File: config.mk
export PLATFORM = sky130hd
export DESIGN_NAME = angle_step_sequencer_flat
export DESIGN_NICKNAME = d
export VERILOG_FILES = /design/src/rtl/angle_step_sequencer_pkg.sv /design/src/rtl/angle_step_sequencer_if.sv /design/src/rtl/angle_step_sequencer_step_rate_divider.sv /design/src/rtl/angle_step_sequencer.sv /design/src/flat_wrapper.sv
export SDC_FILE = /design/constraint.sdc
export NUM_CORES = 1
export LEC_CHECK = 0
export BUFFER_PORTS_ARGS = -buffer_cell sky130_fd_sc_hd__buf_2
export CAP_MARGIN = 20
export CORE_MARGIN = 2
export CORE_UTILIZATION = 30
export CTS_BUF_LIST = sky130_fd_sc_hd__clkbuf_8
export DETAILED_ROUTE_END_ITERATION = 12
export GPL_ROUTABILITY_DRIVEN = 0
export GPL_TIMING_DRIVEN = 0
export PLACE_DENSITY_LB_ADDON = 0.2
export SLEW_MARGIN = 10
export SYNTH_ARGS = -nofsm -noshare
export SYNTH_HDL_FRONTEND = slang
export SYNTH_SLANG_ARGS = --single-unit
export TNS_END_PERCENT = 5
File: constraint.sdc
create_clock -name fpga_clk -period 5.12 [get_ports fpga_clk]
set_input_delay 0.512 -clock fpga_clk [delete_from_list [all_inputs] [get_ports fpga_clk]]
set_output_delay 0.512 -clock fpga_clk [all_outputs]
set_load 0.01 [all_outputs]
File: src/rtl/angle_step_sequencer_pkg.sv
`default_nettype none
// ============================================================================
//  Module   : angle_seq_pkg
//  Desc     : Shared state encoding and constants for the angle step sequencer.
//  Revision : 1.0 - initial release
// ============================================================================
package angle_seq_pkg;

   typedef logic [2:0] seq_state_t;

   localparam seq_state_t c_IDLE       = 3'd0;
   localparam seq_state_t c_INIT       = 3'd1;
   localparam seq_state_t c_RUN_HI     = 3'd2;
   localparam seq_state_t c_RUN_LO     = 3'd3;
   localparam seq_state_t c_ABORT_FALL = 3'd4;
   localparam seq_state_t c_DONE       = 3'd5;

   localparam int c_MAX_STEPS    = 9999;
   localparam int c_INIT_CYC_DEF = 2;

endpackage
`default_nettype wire

File: src/rtl/angle_step_sequencer_if.sv
`default_nettype none
// ============================================================================
//  Module   : angle_step_sequencer_if
//  Desc     : Command/status bundle between command logic and the sequencer.
//             half_div exists only when ANGLE_SEQ_RATE_PORT_EN is defined.
//  Revision : 1.0 - initial release
// ============================================================================
interface angle_step_sequencer_if #(
   parameter int CNT_W = 14
`ifdef ANGLE_SEQ_RATE_PORT_EN
   , parameter int DIV_W = 17
`endif
);
   logic             cmd_valid;
   logic             cmd_ready;
   logic [CNT_W-1:0] cmd_steps;
   logic             cmd_init;
   logic             abort;
   logic             busy;
   logic             done;
   logic             aborted;
   logic [CNT_W-1:0] steps_left;
`ifdef ANGLE_SEQ_RATE_PORT_EN
   logic [DIV_W-1:0] half_div;
`endif

   modport master (
`ifdef ANGLE_SEQ_RATE_PORT_EN
      output half_div,
`endif
      output cmd_valid, cmd_steps, cmd_init, abort,
      input  cmd_ready, busy, done, aborted, steps_left
   );

   modport slave (
`ifdef ANGLE_SEQ_RATE_PORT_EN
      input  half_div,
`endif
      input  cmd_valid, cmd_steps, cmd_init, abort,
      output cmd_ready, busy, done, aborted, steps_left
   );
endinterface
`default_nettype wire

File: src/rtl/angle_step_sequencer_step_rate_divider.sv
`default_nettype none
// ============================================================================
//  Module   : step_rate_divider
//  Desc     : Half-period down-counter; tick marks the last cycle of a period.
//  Revision : 1.0 - initial release
// ============================================================================
module step_rate_divider #(
   parameter int DIV_W = 17
) (
   input  wire logic             clk,
   input  wire logic             rst_n,
   input  wire logic             load,
   input  wire logic [DIV_W-1:0] load_val,
   output logic                  tick
);
   logic [DIV_W-1:0] r_cnt;

   // Holds at zero after expiry; the sequencer always reloads on state change.
   always_ff @(posedge clk or negedge rst_n) begin
      if (!rst_n)
         r_cnt <= '0;
      else if (load)
         r_cnt <= load_val - DIV_W'(1);
      else if (r_cnt != '0)
         r_cnt <= r_cnt - DIV_W'(1);
   end

   assign tick = (r_cnt == '0);
endmodule
`default_nettype wire

File: src/rtl/angle_step_sequencer.sv
`default_nettype none
// ============================================================================
//  Module   : angle_step_sequencer
//  Desc     : Drives sys_init_ctrl/rot_clk/rot_en so the BCD angle counter
//             advances a commanded number of steps. Optional macro:
//             ANGLE_SEQ_RATE_PORT_EN (run-time half-period input).
//  Revision : 1.0 - initial release
// ============================================================================
module angle_step_sequencer
   import angle_seq_pkg::*;
#(
   parameter int STEP_DIV = 100000,
   parameter int CNT_W    = 14,
   parameter int DIV_W    = 17,
   parameter int INIT_CYC = c_INIT_CYC_DEF
) (
   input  wire logic             fpga_clk,
   input  wire logic             sys_rst_n,
   angle_step_sequencer_if.slave cmd_if,
   output logic                  sys_init_ctrl,
   output logic                  rot_clk,
   output logic                  rot_en
);
   localparam int               c_INIT_W    = (INIT_CYC > 1) ? $clog2(INIT_CYC) : 1;
   localparam logic [c_INIT_W-1:0] c_INIT_LAST = c_INIT_W'(INIT_CYC - 1);
   localparam logic [DIV_W-1:0] c_HALF_DEF  = DIV_W'(STEP_DIV / 2);

   seq_state_t          r_state;
   seq_state_t          w_state_nxt;
   logic [CNT_W-1:0]    r_steps_left;
   logic [c_INIT_W-1:0] r_init_cnt;
   logic [DIV_W-1:0]    w_half;
   logic                r_cmd_ready, r_busy, r_done, r_aborted;
   logic                w_accept, w_tick, w_load, w_abort_exit;

   assign w_accept = cmd_if.cmd_valid && r_cmd_ready;

`ifdef ANGLE_SEQ_RATE_PORT_EN
   logic [DIV_W-1:0] r_half;
   logic [DIV_W-1:0] w_half_in;

   assign w_half_in = (cmd_if.half_div == '0) ? DIV_W'(1) : cmd_if.half_div;
   // The first RUN_HI load happens on the accept edge, before r_half updates.
   assign w_half    = w_accept ? w_half_in : r_half;

   always_ff @(posedge fpga_clk or negedge sys_rst_n) begin
      if (!sys_rst_n)
         r_half <= c_HALF_DEF;
      else if (w_accept)
         r_half <= w_half_in;
   end
`else
   assign w_half = c_HALF_DEF;
`endif

   always_comb begin
      w_state_nxt  = r_state;
      w_abort_exit = 1'b0;
      case (r_state)
         c_IDLE: begin
            if (w_accept) begin
               if (cmd_if.cmd_init)
                  w_state_nxt = c_INIT;
               else if (cmd_if.cmd_steps != '0)
                  w_state_nxt = c_RUN_HI;
               else
                  w_state_nxt = c_DONE;
            end
         end
         c_INIT: begin
            if (cmd_if.abort) begin
               w_state_nxt  = c_DONE;
               w_abort_exit = 1'b1;
            end else if (r_init_cnt == '0) begin
               w_state_nxt = (r_steps_left != '0) ? c_RUN_HI : c_DONE;
            end
         end
         c_RUN_HI: begin
            if (cmd_if.abort)
               w_state_nxt = c_ABORT_FALL;
            else if (w_tick)
               w_state_nxt = c_RUN_LO;
         end
         c_RUN_LO: begin
            if (cmd_if.abort) begin
               w_state_nxt  = c_DONE;
               w_abort_exit = 1'b1;
            end else if (w_tick) begin
               w_state_nxt = (r_steps_left != '0) ? c_RUN_HI : c_DONE;
            end
         end
         c_ABORT_FALL: begin
            w_state_nxt  = c_DONE;
            w_abort_exit = 1'b1;
         end
         c_DONE:  w_state_nxt = c_IDLE;
         default: w_state_nxt = c_IDLE;
      endcase
   end

   assign w_load = (w_state_nxt != r_state) &&
                   ((w_state_nxt == c_RUN_HI) || (w_state_nxt == c_RUN_LO));

   step_rate_divider #(
      .DIV_W (DIV_W)
   ) u_step_rate_divider (
      .clk      (fpga_clk),
      .rst_n    (sys_rst_n),
      .load     (w_load),
      .load_val (w_half),
      .tick     (w_tick)
   );

   // Outputs are registered from the next state so they align with it.
   always_ff @(posedge fpga_clk or negedge sys_rst_n) begin
      if (!sys_rst_n) begin
         r_state       <= c_IDLE;
         r_steps_left  <= '0;
         r_init_cnt    <= '0;
         r_cmd_ready   <= 1'b1;
         r_busy        <= 1'b0;
         r_done        <= 1'b0;
         r_aborted     <= 1'b0;
         sys_init_ctrl <= 1'b0;
         rot_clk       <= 1'b0;
         rot_en        <= 1'b0;
      end else begin
         r_state <= w_state_nxt;

         if (w_accept)
            r_steps_left <= cmd_if.cmd_steps;
         else if ((r_state == c_RUN_HI) && (w_state_nxt == c_RUN_LO))
            r_steps_left <= r_steps_left - CNT_W'(1);

         if ((w_state_nxt == c_INIT) && (r_state != c_INIT))
            r_init_cnt <= c_INIT_LAST;
         else if (r_init_cnt != '0)
            r_init_cnt <= r_init_cnt - c_INIT_W'(1);

         r_cmd_ready   <= (w_state_nxt == c_IDLE);
         r_busy        <= (w_state_nxt != c_IDLE) && (w_state_nxt != c_DONE);
         r_done        <= (w_state_nxt == c_DONE);
         r_aborted     <= (w_state_nxt == c_DONE) && w_abort_exit;
         sys_init_ctrl <= (w_state_nxt == c_INIT);
         rot_clk       <= (w_state_nxt == c_RUN_HI) || (w_state_nxt == c_ABORT_FALL);
         rot_en        <= (w_state_nxt == c_RUN_HI) || (w_state_nxt == c_RUN_LO);
      end
   end

   assign cmd_if.cmd_ready  = r_cmd_ready;
   assign cmd_if.busy       = r_busy;
   assign cmd_if.done       = r_done;
   assign cmd_if.aborted    = r_aborted;
   assign cmd_if.steps_left = r_steps_left;

endmodule
`default_nettype wire

File: src/flat_wrapper.sv
// flat-port wrapper written by rule: the top's interface ports become plain ports
module angle_step_sequencer_flat import angle_seq_pkg::*;
#(
   parameter int STEP_DIV = 100000,
   parameter int CNT_W    = 14,
   parameter int DIV_W    = 17,
   parameter int INIT_CYC = c_INIT_CYC_DEF
)
  (fpga_clk, sys_rst_n, sys_init_ctrl, rot_clk, rot_en, cmd_if_cmd_valid, cmd_if_cmd_steps, cmd_if_cmd_init, cmd_if_abort, cmd_if_cmd_ready, cmd_if_busy, cmd_if_done, cmd_if_aborted, cmd_if_steps_left);
  angle_step_sequencer_if #(.CNT_W(CNT_W)) cmd_if_i ();
  input  wire logic fpga_clk;
  input  wire logic sys_rst_n;
  output logic sys_init_ctrl;
  output logic rot_clk;
  output logic rot_en;
  input wire logic [$bits(cmd_if_i.cmd_valid)-1:0] cmd_if_cmd_valid;
  input wire logic [$bits(cmd_if_i.cmd_steps)-1:0] cmd_if_cmd_steps;
  input wire logic [$bits(cmd_if_i.cmd_init)-1:0] cmd_if_cmd_init;
  input wire logic [$bits(cmd_if_i.abort)-1:0] cmd_if_abort;
  output wire logic [$bits(cmd_if_i.cmd_ready)-1:0] cmd_if_cmd_ready;
  output wire logic [$bits(cmd_if_i.busy)-1:0] cmd_if_busy;
  output wire logic [$bits(cmd_if_i.done)-1:0] cmd_if_done;
  output wire logic [$bits(cmd_if_i.aborted)-1:0] cmd_if_aborted;
  output wire logic [$bits(cmd_if_i.steps_left)-1:0] cmd_if_steps_left;
  assign cmd_if_i.cmd_valid = cmd_if_cmd_valid;
  assign cmd_if_i.cmd_steps = cmd_if_cmd_steps;
  assign cmd_if_i.cmd_init = cmd_if_cmd_init;
  assign cmd_if_i.abort = cmd_if_abort;
  assign cmd_if_cmd_ready = cmd_if_i.cmd_ready;
  assign cmd_if_busy = cmd_if_i.busy;
  assign cmd_if_done = cmd_if_i.done;
  assign cmd_if_aborted = cmd_if_i.aborted;
  assign cmd_if_steps_left = cmd_if_i.steps_left;
  angle_step_sequencer #(.STEP_DIV(STEP_DIV), .CNT_W(CNT_W), .DIV_W(DIV_W), .INIT_CYC(INIT_CYC)) u_core (.fpga_clk(fpga_clk), .sys_rst_n(sys_rst_n), .cmd_if(cmd_if_i), .sys_init_ctrl(sys_init_ctrl), .rot_clk(rot_clk), .rot_en(rot_en));
endmodule
## After elaboration in Yosys (flattened, before gate mapping)

Cells that the tools add are included.

- Logic and storage cells: 63
- Output and inout port bits: 21
- Register bits: 42
- Bits of input ports: 19

- Add/subtract/negate cells: 3
- Reduce and logical (&&, ||, !) cells: 18
- Mux-type cells: 19
- Equality and inequality tests: 12

Operators by type and width:

| operator | number |
|---|---|
| $mux W17 | 2 |
| $mux W3 | 10 |
| $mux W14 | 2 |
| $reduce_bool A14 Y1 | 2 |
| $logic_not A17 Y1 | 1 |
| $reduce_bool A17 Y1 | 1 |
| $sub A17 B1 Y17 const B | 1 |
| $pmux W3 S5 | 1 |
| $sub A14 B1 Y14 const B | 1 |
| $eq A3 B2 Y1 const B | 4 |
| $eq A3 B3 Y1 const B | 3 |
| $eq A3 B1 Y1 const B | 2 |
| $logic_and A1 B1 Y1 | 6 |
| $logic_not A3 Y1 | 2 |
| $reduce_bool A2 Y1 | 2 |
| $mux W1 | 3 |
| $ne A3 B1 Y1 const B | 1 |
| $ne A3 B3 Y1 | 1 |
| $ne A3 B3 Y1 const B | 1 |
| $reduce_bool A3 Y1 | 1 |
| $logic_or A1 B1 Y1 | 2 |
| $pmux W1 S2 | 1 |
| $reduce_or A2 Y1 | 1 |
| $sub A1 B1 Y1 const B | 1 |

## Longest topological paths before layout

Gate-level depths: netlist of the first run.

- Depth after elaboration: 9
- Gate-level depth with buffers: 9

## By module

From an unflattened synthesis of the first run, not the netlist that was laid out.

- Cells, all modules: 291
- Area, all modules: 2,671.3 um^2

By module, submodules not included:

| module | times used | cells each | area an instance (um^2) | sequential area each (um^2) |
|---|---|---|---|---|
| angle_step_sequencer | 1 | 156 | 1,436.4 | 626.9 |
| step_rate_divider | 1 | 135 | 1,234.9 | 425.4 |

## Worst setup path after synthesis of the first run

OpenSTA, ideal clock, no wires.

- Kind: register -> register
- Start point: reg u_core.u_step_rate_divider.r_cnt[0]
- End point: reg u_core.u_step_rate_divider.r_cnt[1]
- Period minus slack after synthesis: 2.371 ns
- Stages on the path, launching flop included: 10
- Path slack: 2.749 ns
- Arrival time: 2.239 ns
- Path through: dfrtp_1 > inv_1 > ha_1 > or4b_1 > nor4_4 > a21oi_2 > nor3_4 > a31o_1 > buf_2 > o211ai_1

- Word-level cells in the longest chain between the ends: 8

RTL lines:

| what | RTL line | RTL |
|---|---|---|
| start: declaration | angle_step_sequencer_step_rate_divider.sv:16 | `logic [DIV_W-1:0] r_cnt;` |
| start signal: assignment | angle_step_sequencer_step_rate_divider.sv:23 | `r_cnt <= load_val - DIV_W'(1);` |
| start signal: assignment | angle_step_sequencer_step_rate_divider.sv:25 | `r_cnt <= r_cnt - DIV_W'(1);` |
| $logic_not A17 Y1 | angle_step_sequencer_step_rate_divider.sv:28 | `assign tick = (r_cnt == '0);` |
| $mux W3 (on tied branches) | angle_step_sequencer.sv:88, angle_step_sequencer.sv:81 |  |
| $mux W3 (on tied branches) | angle_step_sequencer.sv:85, angle_step_sequencer.sv:79 |  |
| $pmux W3 S5 | angle_step_sequencer.sv:59 | `case (r_state)` |
| $eq A3 B2 Y1 | angle_step_sequencer.sv:102 | `((w_state_nxt == c_RUN_HI) \|\| (w_state_nxt == c_RUN_LO));` |
| $logic_or A1 B1 Y1 | angle_step_sequencer.sv:102 |  |
| $logic_and A1 B1 Y1 | angle_step_sequencer.sv:101 | `assign w_load = (w_state_nxt != r_state) &&` |
| $mux W17 / $reduce_bool A2 Y1 (equally long branches) | -- |  |

Parallel ways exist; a longest one is shown, timed or not. The select of a mux whose other input is x is not followed.
A chain may end at the register's enable or synchronous reset.

## Worst setup path after layout of the first run

Ends and elaborated chain as after synthesis.

==> metrics.txt, run 1 <==
max reg flops 17; CP Cell Sequence inv_1, ha_1, or4b_1, nor4_4, a21oi_2, nor3_4, a31o_1, buf_2, o211ai_1; core area 7330 µm²; Cell Area, Synth 2290 µm²; total congestion overflow 0; Worst EP arrival 2.89 ns; status complete, no violations; Hold Vio Cnt, Final 0; io pins 40; Resized Gates After CTS 0; CP delay by family, top simple AND/OR/NAND/NOR gates; First DRT Iteration DRCs 52; Via Count 1903; Unique masters post-synth 47; # diodes 0; Crit-path slowest cell or4b_1; total CTS buffers 5; Worst Setup EP u_core.u_step_rate_divider.r_cnt[1]; largest net degree at the start of global routing 43; worst reg2reg setup slack 2.40 ns; total power 1.36 mW; Clk Latency, worst-skew pair 0.29 ns; CTS tree done; Tcrit/Tclk final 0.532; Static Leak 1.15 nW; Setup CP Type reg2reg; CTS Hold Bufs 0; Slew headroom 0.386; CP Launch Type flop; clock net sink count 42; Max Buffers Root-to-Sink 2; Hold Crit Class in2async; clk root buf clkbuf_8; Avg Inst Size Synth 9.43 µm²; layout cells sized above 1 0.210; Mapped Cells 243; worst reg2reg path startpoint u_core.u_step_rate_divider.r_cnt[0]; Final ANT Viol Nets 0; die area 8350 µm²; Worst Tran Pin Value 0.912 ns; clk_skew 0.00668 ns; critical path required time 5.29 ns; Clock transition at path regs 0.08 ns; Levels on crit path 9; post-CTS setup buffer count 0; Seq/Total Area, Yosys 0.459; ys flop type dfrtp_1; # DRC 0; Peak VDD IR 0.225 mV; Util after Layout 0.374; Final Setup Violations 0; vias in the first global route 1979; Buffers on Ports 39; crit-path max cell delay 0.50 ns; Biggest register u_core.u_step_rate_divider.r_cnt; area grow syn2layout 19.8%; syn_nets 265; pwr/cell area 496 nW/µm²; global-route wire length before repair 9390 µm; # rows 31; Worst Reg2Reg Path Length in Cells 9; H-tree lvl count 2; Total GRT Usage 0.139; Die H 91.4 µm; CP endpoint kind flop; wirelength, routed 5220 µm; Post-synth EDFFs 0; post-detailed-route wirelength per cell 13.4 µm; Post-DP HPWL 3850 µm; Worst Path Max Fanout 10; worst r2r dst u_core.u_step_rate_divider.r_cnt[1]; yosys warns 0; fmax 367 MHz; crit path time final 2.72 ns; Async S/R FF share, synth 1.00; Crit path buffers/inverters 2; NumNets Final 312; # fillers 768; Yosys reg bits 42; Die X 91.4 µm; routed vias/inst 4.88; number of antenna violations at the first check in global routing 0; starting density of the core 0.313; Crit. Startpoint u_core.u_step_rate_divider.r_cnt[0]; RSZ-0062 raised after global routing false; Slew Limit Fails 0; setup_tns 0 ns; max-cap violations 0; Pre-antenna DRT Iters 4
## where the power goes
| part | switching, mW | internal (mW) |
|---|---|---|
| logic | 0.324 | 0.231 |
| registers | 0.107 | 0.446 |
| clock network | 0.114 | 0.142 |
## worst reg2reg max path: stages, from the launching register on
cell	delay [ns]
dfrtp_1	0.41
inv_1	0.12
ha_1	0.20
or4b_1	0.50
nor4_4	0.46
a21oi_2	0.17
nor3_4	0.29
a31o_1	0.14
buf_2	0.20
o211ai_1	0.11
## synth_stat cells (2+ instances only)
cell type / count / share of area
xor2_1: 10 / 0.038
nor4_1: 11 / 0.030
dfrtp_1: 41 / 0.45
a21oi_1: 5 / 0.011
clkbuf_1: 6 / 0.0098
nor2b_1: 6 / 0.016
nor2_1: 24 / 0.039
inv_1: 12 / 0.020
or4_4: 2 / 0.0098
xnor2_1: 16 / 0.061
nand3_1: 5 / 0.011
a41oi_1: 2 / 0.0076
nand4_1: 6 / 0.016
nor4b_1: 2 / 0.0076
nor4_2: 2 / 0.011
o21ai_1: 4 / 0.0087
nand4b_1: 3 / 0.011
nor3_1: 9 / 0.020
nand2_1: 33 / 0.054
a21o_1: 2 / 0.0066
and2_1: 2 / 0.0055
nor4_4: 2 / 0.019
ha_1: 3 / 0.016
o21ai_0: 11 / 0.024
o211ai_1: 2 / 0.0066
## metrics by stage
step	worst slack, ns	instance area [µm²]	hold WS, ns	instances
after floorplan	2.75	2290	0.216	243
after global placement	2.33	2610	0.534	381
after detailed placement	2.36	2610	0.541	381
after CTS	2.34	2720	0.398	389
after global routing	2.13	2740	0.223	390
final	2.40	2740	0.200	390
## metal layers
layer | part of all wire | vias to the layer above | GRT usage
li1 | - | 945 | -
met1 | 0.47 | 899 | 0.178
met2 | 0.47 | 50 | 0.232
met3 | 0.037 | 9 | 0.0274
met4 | 0.019 | 0 | 0.0480
met5 | 0 | - | 0
## placed cells by master (no fill, tap or decap), types with 2 or more instances in the layout
master	n
nor4_2	2
ha_1	3
nor2b_1	6
nand4b_1	3
xnor2_1	16
buf_2	40
nor2_1	24
nand2_1	33
clkbuf_1	6
o21ai_1	4
nand3_1	5
nor4_1	11
inv_1	14
or4_4	2
a21o_1	2
o21ai_0	11
and2_1	2
xor2_1	10
a21oi_1	5
a41oi_1	2
nor4_4	2
dfrtp_1	41
nand4_1	6
nor3_1	9
clkbuf_8	5
o211ai_1	2
nor4b_1	2
## logic make-up (layout without fill, tap and decap cells)
family                   count (synthesis)  count (layout)  synth area share
flip-flops                              42              42             0.459
AND/OR/NAND/NOR                        118             118             0.293
adder cells (fa/ha/maj)                  3               3            0.0164
multiplexers                             1               1           0.00437
XOR/XNOR                                26              26            0.0994
AO/OA/AOI/OAI                           34              34            0.0961
buffers and inverters                   19              67            0.0317
## cell type report
class | count | area, µm² | share of cell area
repair buffers | 40 | 223 | 0.0812
well taps | 99 | 124 | 0.0451
flip-flops and latches | 42 | 1050 | 0.383
plain buffers | 7 | 27.5 | 0.0100
inverters | 12 | 45.0 | 0.0164
clock buffers | 5 | 68.8 | 0.0251
multi-input cells | 182 | 1170 | 0.425
clock inverters | 3 | 37.5 | 0.0137
## worst min path at each step
stage	startpoint	endpoint	depth (start not counted)	slack [ns]
2_1_floorplan	sys_rst_n	u_core.cmd_if.aborted	0	0.22
3_3_place_gp	u_core.u_step_rate_divider.r_cnt[15]	u_core.u_step_rate_divider.r_cnt[15]	2	0.53
3_5_place_dp	u_core.u_step_rate_divider.r_cnt[15]	u_core.u_step_rate_divider.r_cnt[15]	2	0.54
4_1_cts	sys_rst_n	u_core.cmd_if.steps_left[0]	1	0.40
5_1_grt	sys_rst_n	u_core.cmd_if.steps_left[10]	1	0.22
6_report	sys_rst_n	u_core.cmd_if.steps_left[10]	1	0.20
No activity file was read; power rests on OpenSTA's default activity.
==> inputs of run 2 (changes only) <==
--- a/config.mk
+++ b/config.mk
@@ -5,6 +5,7 @@
 export SDC_FILE = /design/constraint.sdc
 export NUM_CORES = 1
 export LEC_CHECK = 0
+export ABC_AREA = 1
 export BUFFER_PORTS_ARGS = -buffer_cell sky130_fd_sc_hd__buf_2
 export CAP_MARGIN = 20
 export CORE_MARGIN = 2
==> constraint.sdc (replaced) <==
create_clock -name fpga_clk -period 2.45 [get_ports fpga_clk]
set_input_delay 0.245 -clock fpga_clk [delete_from_list [all_inputs] [get_ports fpga_clk]]
set_output_delay 0.245 -clock fpga_clk [all_outputs]
set_load 0.01 [all_outputs]
==> metrics.txt, run 2 <==
status complete, no violations (unchanged); fmax 475 MHz (was 367 MHz); routed vias/inst 4.64 (was 4.88); max reg flops 17 (unchanged); io pins 40 (unchanged); NumNets Final 434 (was 312); Peak VDD IR 0.450 mV (was 0.225 mV); Die H 98.6 µm (was 91.4 µm); worst reg2reg path startpoint u_core.cmd_if.steps_left[0] (was u_core.u_step_rate_divider.r_cnt[0]); Worst Path Max Fanout 10 (unchanged); Post-DP HPWL 4680 µm (was 3850 µm); clk root buf clkbuf_8 (unchanged); pwr/cell area 1050 nW/µm² (was 496 nW/µm²); # diodes 0 (unchanged); CP Launch Type flop (unchanged); core area 8680 µm² (was 7330 µm²); Finished Layout Cells 521 (was 390); Area after DPL 3010 µm² (was 2610 µm²); number of antenna violations at the first check in global routing 0 (unchanged); Seq/Total Area, Yosys 0.392 (was 0.459); global-route wire length before repair 11100 µm (was 9390 µm); Worst Hold Launch cmd_if_cmd_steps[13]; post-detailed-route wirelength per cell 12.3 µm (was 13.4 µm); ranking of synthesized cells by area dfrtp_1 (38%), nand2_1 (12%), inv_1 (7.8%), nor2_1 (6.3%), xor2_1 (3.6%) (was dfrtp_1 (45%), xnor2_1 (6.1%), nand2_1 (5.4%), nor2_1 (3.9%), xor2_1 (3.8%)); Via Count 2419 (was 1903); Worst Tran Pin Value 0.499 ns (was 0.912 ns); Worst EP arrival 2.29 ns (was 2.89 ns); clock net sink count 42 (unchanged); FF+latch area 1050 µm² (unchanged); Clk Latency, worst-skew pair 0.30 ns (was 0.29 ns); Biggest register u_core.u_step_rate_divider.r_cnt (unchanged); Yosys reg bits 42 (unchanged); CTS tree done (unchanged); area fraction of the dominant cell type after synthesis 0.382 (was 0.448); # DRC 0 (unchanged); crit-path max cell delay 0.42 ns (was 0.50 ns); Die X 98.6 µm (was 91.4 µm); Avg Inst Size Synth 7.37 µm² (was 9.43 µm²); wirelength, routed 6390 µm (was 5220 µm); Static Leak 1.63 nW (was 1.15 nW); leading area contributor after synthesis dfrtp_1 (unchanged); clk_skew 0.00941 ns (was 0.00668 ns); Crit-path slowest cell dfrtp_1 (was or4b_1); most frequent cells in the layout nand2_1 (83), inv_1 (56), nor2_1 (45) (was dfrtp_1 (41), buf_2 (40), nand2_1 (33)); ys flop type dfrtp_1 (unchanged); yosys warns 0 (unchanged); Crit. Startpoint u_core.cmd_if.steps_left[0] (was u_core.u_step_rate_divider.r_cnt[0]); largest net degree at the start of global routing 43 (unchanged); Buffers on Ports 39 (unchanged); # fillers 985 (was 768); Mapped Cells 364 (was 243); area grow syn2layout 17.5% (was 19.8%); Post-synth EDFFs 0 (unchanged); multi-input logic area 1350 µm² (was 1170 µm²); Hold Crit Class in2reg (was in2async); CP endpoint kind flop (unchanged); Worst Setup Slack, final 0.344 ns (was 2.40 ns); Slew headroom 0.667 (was 0.386); critical path required time 2.64 ns (was 5.29 ns); Worst Reg2Reg Path Length in Cells 12 (was 9); cell mode on critical path nand2_2; commonest non-fill, non-tap cell in the layout nand2_1 (was dfrtp_1); Tcrit/Tclk final 0.859 (was 0.532); H-tree lvl count 2 (unchanged); vias in the first global route 2414 (was 1979); crit path time final 2.11 ns (was 2.72 ns); RSZ-0062 raised after global routing false (unchanged); most common cell in the netlist nand2_1 (was dfrtp_1); syn_nets 386 (was 265); Cell Area, Synth 2680 µm² (was 2290 µm²); Final Setup Violations 0 (unchanged); Setup CP Type reg2reg (unchanged); CP Cell Sequence inv_1, ha_1, nand2_2, nor2_4, nand3_2, nor2_1, o21ai_2, nand2_2, nand2_2, nand3_4, buf_8, o21ai_1 (was inv_1, ha_1, or4b_1, nor4_4, a21oi_2, nor3_4, a31o_1, buf_2, o211ai_1); setup_tns 0 ns (unchanged); dpl cells 511 (was 381); Pre-antenna DRT Iters 5 (was 4); max-cap violations 0 (unchanged); total CTS buffers 5 (unchanged); die area 9720 µm² (was 8350 µm²); starting density of the core 0.309 (was 0.313); Total GRT Usage 0.141 (was 0.139); First DRT Iteration DRCs 75 (was 52); layout cells sized above 1 0.215 (was 0.210); dpl ws 0.369 ns (was 2.36 ns); Hold Vio Cnt, Final 0 (unchanged); top post-synthesis cells by count nand2_1 (83), inv_1 (56), nor2_1 (45), dfrtp_1 (41), nand3_1 (18) (was dfrtp_1 (41), nand2_1 (33), nor2_1 (24), xnor2_1 (16), inv_1 (12)); Clock transition at path regs 0.09 ns (was 0.08 ns); Async S/R FF share, synth 1.00 (unchanged); Design Area, Final 3150 µm² (was 2740 µm²); Max Buffers Root-to-Sink 2 (unchanged); Unique masters post-synth 41 (was 47); worst hold path depth 3; Slew Limit Fails 0 (unchanged); # rows 34 (was 31); total power 3.32 mW (was 1.36 mW); Final ANT Viol Nets 0 (unchanged); total congestion overflow 0 (unchanged)
run 2: cell types whose count changed in the layout (fill, tap and decap cells not counted), moves of 6 or more:
| cell | delta |
|---|---|
| nor2b_1 | -6 |
| nor4_1 | -9 |
| nor2_2 | +6 |
| nand2_1 | +50 |
| nor2_1 | +21 |
| xnor2_1 | -14 |
| inv_1 | +42 |
| nand2_2 | +7 |
| nand3_1 | +13 |
run 2: path summary, 6_finish.rpt:
check                      slack [ns]                                   to
min in group asynchronous        0.40          u_core.cmd_if.steps_left[6]
setup reg to reg                 0.34  u_core.u_step_rate_divider.r_cnt[8]
hold / removal                   0.17         u_core.cmd_if.steps_left[13]
setup / recovery                 0.34  u_core.u_step_rate_divider.r_cnt[8]
hold reg to reg                  0.52                u_core.cmd_if.aborted
max in group asynchronous        1.55                        u_core.rot_en
run 2: cells by family after synthesis:
family / Yosys count / synth area share
simple gates: 189 / 0.339
buf+inv: 68 / 0.105
flops: 42 / 0.392
xor+xnor: 13 / 0.0424
compound gates: 49 / 0.107
fa+ha+maj: 3 / 0.0140
run 2: layer usage:
layer | routed length (µm) | global-route usage
met3 | 172 | 0.0270
met2 | 3040 | 0.234
met1 | 3080 | 0.184
met4 | 94 | 0.0474
met5 | 0 | 0
run 2: worst max-delay path, delay by kind of cell (launching register included):
kind | cells | cell delay [ns]
buf+inv | 2 | 0.28
fa+ha+maj | 1 | 0.22
simple gates | 7 | 0.92
flops | 1 | 0.42
compound gates | 2 | 0.14
run 2: repair_timing:
| item | CTS | global route |
|---|---|---|
| buffers inserted | 0 | 0 |
| gates resized for setup | 0 | 0 |
| endpoints found under the hold margin | 0 | 13 |
| hold buffers | 0 | 1 |
run 2: cell type report:
class | count | share of cell area
plain buffers | 5 | 0.0143
clock buffers | 8 | 0.0349
inverters | 63 | 0.0754
multi-input cells | 254 | 0.428
flip-flops and latches | 42 | 0.334
well taps | 108 | 0.0428
repair buffers | 41 | 0.0714
run 2: stage by stage:
stage	hold slack, ns	util
5_1_grt	0.204	0.363
3_5_place_dp	0.488	0.347
4_1_cts	0.165	0.360
2_1_floorplan	-0.0506	-
6_report	0.169	0.363
3_3_place_gp	0.487	0.347
run 2: where the power goes:
part           switching (mW)  internal, mW  total, mW  leakage, nW
clock                   0.248         0.285      0.533       0.0575
sequential              0.234         0.947       1.18        0.512
combinational            1.02         0.585       1.60         1.06
==> inputs of run 3 (changes only) <==
--- a/config.mk
+++ b/config.mk
@@ -5,7 +5,6 @@
 export SDC_FILE = /design/constraint.sdc
 export NUM_CORES = 1
 export LEC_CHECK = 0
-export ABC_AREA = 1
 export BUFFER_PORTS_ARGS = -buffer_cell sky130_fd_sc_hd__buf_2
 export CAP_MARGIN = 20
 export CORE_MARGIN = 2
@@ -15,6 +14,7 @@
 export GPL_ROUTABILITY_DRIVEN = 0
 export GPL_TIMING_DRIVEN = 0
 export PLACE_DENSITY_LB_ADDON = 0.2
+export SKIP_CTS_REPAIR_TIMING = 1
 export SLEW_MARGIN = 10
 export SYNTH_ARGS = -nofsm -noshare
 export SYNTH_HDL_FRONTEND = slang
==> constraint.sdc (replaced) <==
create_clock -name fpga_clk -period 2.45 [get_ports fpga_clk]
set_input_delay 0.49 -clock fpga_clk [delete_from_list [all_inputs] [get_ports fpga_clk]]
set_output_delay 0.49 -clock fpga_clk [all_outputs]
set_load 0.01 [all_outputs]
==> metrics.txt, run 3 (synthesis gave the netlist of run 1 again) <==
commonest non-fill, non-tap cell in the layout dfrtp_1 (was nand2_1); CTS tree done (unchanged); Max Buffers Root-to-Sink 2 (unchanged); pwr/cell area 1030 nW/µm² (was 1050 nW/µm²); Static Leak 1.20 nW (was 1.63 nW); # DRC 0 (unchanged); Post-DP HPWL 3850 µm (was 4680 µm); area grow syn2layout 26.9% (was 17.5%); Worst EP arrival 2.70 ns (was 2.29 ns); sw power 1.21 mW (was 1.50 mW); crit path time final 2.53 ns (was 2.11 ns); Buffers on Ports 39 (unchanged); Pre-antenna DRT Iters 4 (was 5); Crit-path slowest cell or4b_4 (was dfrtp_1); Final Setup Violations 4 (was 0); RSZ-0062 raised after global routing true (was false); switch share 0.404 (was 0.452); H-tree lvl count 2 (unchanged); core area 7330 µm² (was 8680 µm²); Setup CP Type reg2reg (unchanged); Gate power share 0.431 (was 0.483); CP Cell Sequence inv_2, ha_4, or4b_4, nor4_4, buf_6, nand4b_1, nor4_2, xnor2_1, o21ai_1 (was inv_1, ha_1, nand2_2, nor2_4, nand3_2, nor2_1, o21ai_2, nand2_2, nand2_2, nand3_4, buf_8, o21ai_1); layout cells sized above 1 0.278 (was 0.215); number of antenna violations at the first check in global routing 0 (unchanged); Internal Power 1.79 mW (was 1.82 mW); NumNets Final 320 (was 434); crit-path max cell delay 0.46 ns (was 0.42 ns); # diodes 0 (unchanged); starting density of the core 0.313 (was 0.309); routed vias/inst 4.88 (was 4.64); total power 2.99 mW (was 3.32 mW); sequential share of power 0.390 (was 0.356); status finished with violations (was complete, no violations); clk_skew 0.00863 ns (was 0.00941 ns); Finished Layout Cells 398 (was 521); die area 8350 µm² (was 9720 µm²); largest net degree at the start of global routing 43 (unchanged); Crit path buffers/inverters 2 (unchanged); total CTS buffers 5 (unchanged); Worst Path Max Fanout 8 (was 10); Final ANT Viol Nets 0 (unchanged); Worst Setup Slack, final -0.0817 ns (was 0.344 ns); max reg flops 17 (unchanged); CP endpoint kind flop (unchanged); Clock transition at path regs 0.08 ns (was 0.09 ns); wirelength, routed 5450 µm (was 6390 µm); fmax 395 MHz (was 475 MHz); io pins 40 (unchanged); most frequent cells in the layout dfrtp_1 (41), buf_2 (39), nand2_1 (33) (was nand2_1 (83), inv_1 (56), nor2_1 (45)); post-detailed-route wirelength per cell 13.7 µm (was 12.3 µm); Worst Tran Pin Value 0.564 ns (was 0.499 ns); dpl cells 381 (was 511); Hold Vio Cnt, Final 0 (unchanged); Util after Layout 0.397 (was 0.363); # rows 31 (was 34); Tcrit/Tclk final 1.03 (was 0.859); Clk Latency, worst-skew pair 0.29 ns (was 0.30 ns); CP Launch Type flop (unchanged); CP delay by family, top simple AND/OR/NAND/NOR gates (unchanged); Via Count 1942 (was 2419); critical path required time 2.62 ns (was 2.64 ns); Peak VDD IR 0.464 mV (was 0.450 mV); clk root buf clkbuf_8 (unchanged); Die X 91.4 µm (was 98.6 µm); vias in the first global route 1979 (was 2414); clock share of power 0.178 (was 0.161); Design Area, Final 2910 µm² (was 3150 µm²); First DRT Iteration DRCs 41 (was 75); failing checks negative setup slack; clock net sink count 42 (unchanged); max-cap violations 0 (unchanged); Total GRT Usage 0.139 (was 0.141); global-route wire length before repair 9390 µm (was 11100 µm); Biggest register u_core.u_step_rate_divider.r_cnt (unchanged); Slew headroom 0.621 (was 0.667); Area after DPL 2610 µm² (was 3010 µm²); Slew Limit Fails 0 (unchanged); Hold Crit Class in2async (was in2reg); Die H 91.4 µm (was 98.6 µm); total congestion overflow 0 (unchanged); setup_tns -0.170 ns (was 0 ns)
run 3: changes by cell type in the layout (fill, tap and decap cells not counted), moves of 5 or more:
cell and change:
nand2_1 -50, inv_1 -44, nor2_1 -22, xnor2_1 +14
nand3_1 -13, buf_4 +7, nand2_2 -7, nor4_1 +7
nor2b_1 +6, a21oi_1 -5, nor2_2 -5, o211ai_1 -5
o21ai_1 -5
run 3: worst paths after layout:
kind	start	end	slack (ns)	cells after the start
setup / recovery	u_core.u_step_rate_divider.r_cnt[0]	u_core.cmd_if.steps_left[7]	-0.08	9
hold / removal	sys_rst_n	u_core.u_step_rate_divider.r_cnt[9]	0.18	1
setup reg to reg	u_core.u_step_rate_divider.r_cnt[0]	u_core.cmd_if.steps_left[7]	-0.08	9
hold reg to reg	u_core.u_step_rate_divider.r_cnt[5]	u_core.u_step_rate_divider.r_cnt[5]	0.55	2
max in group asynchronous	sys_rst_n	u_core.cmd_if.cmd_ready	1.70	2
min in group fpga_clk	cmd_if_cmd_steps[3]	u_core.cmd_if.steps_left[3]	0.41	2
run 3: per-layer routing:
layer,share of wire,global-route usage
met5,0,0
met4,0.017,0.0480
met3,0.033,0.0274
met2,0.49,0.232
met1,0.46,0.178
run 3: stage by stage:
step                      hold WS (ns)  setup WS [ns]
after floorplan                  0.194         0.0792
after global placement           0.534         -0.342
after detailed placement         0.541         -0.309
after CTS                        0.376         -0.330
after global routing             0.201         -0.198
final                            0.180        -0.0817
run 3: worst reg2reg max path, cell delays in order, from the launching register on:
cell and delay (ns):
dfrtp_1 0.42, inv_2 0.11, ha_4 0.13, or4b_4 0.46, nor4_4 0.33, buf_6 0.17, nand4b_1 0.22, nor4_2 0.36
xnor2_1 0.15, o21ai_1 0.07
run 3: power groups by stage:
stage | Combinational [mW] | Sequential [mW] | Clock [mW]
final | 1.29 | 1.17 | 0.534
after global routing | 1.46 | 1.21 | 0.591
after CTS | 1.17 | 1.16 | 0.560
after detailed placement | 1.17 | 1.17 | 0
after global placement | 1.16 | 1.17 | 0
after floorplan | 0.721 | 1.21 | 0
run 3: final cells by class:
cell class,instances,area [µm²]
Clock buffer,5,68.8
Buffer,7,33.8
Multi-Input combinational cell,182,1260
Timing Repair Buffer,48,287
Clock inverter,3,37.5
Tap cell,99,124
Inverter,12,45.0
Fill cell,752,4420
Sequential cell,42,1050
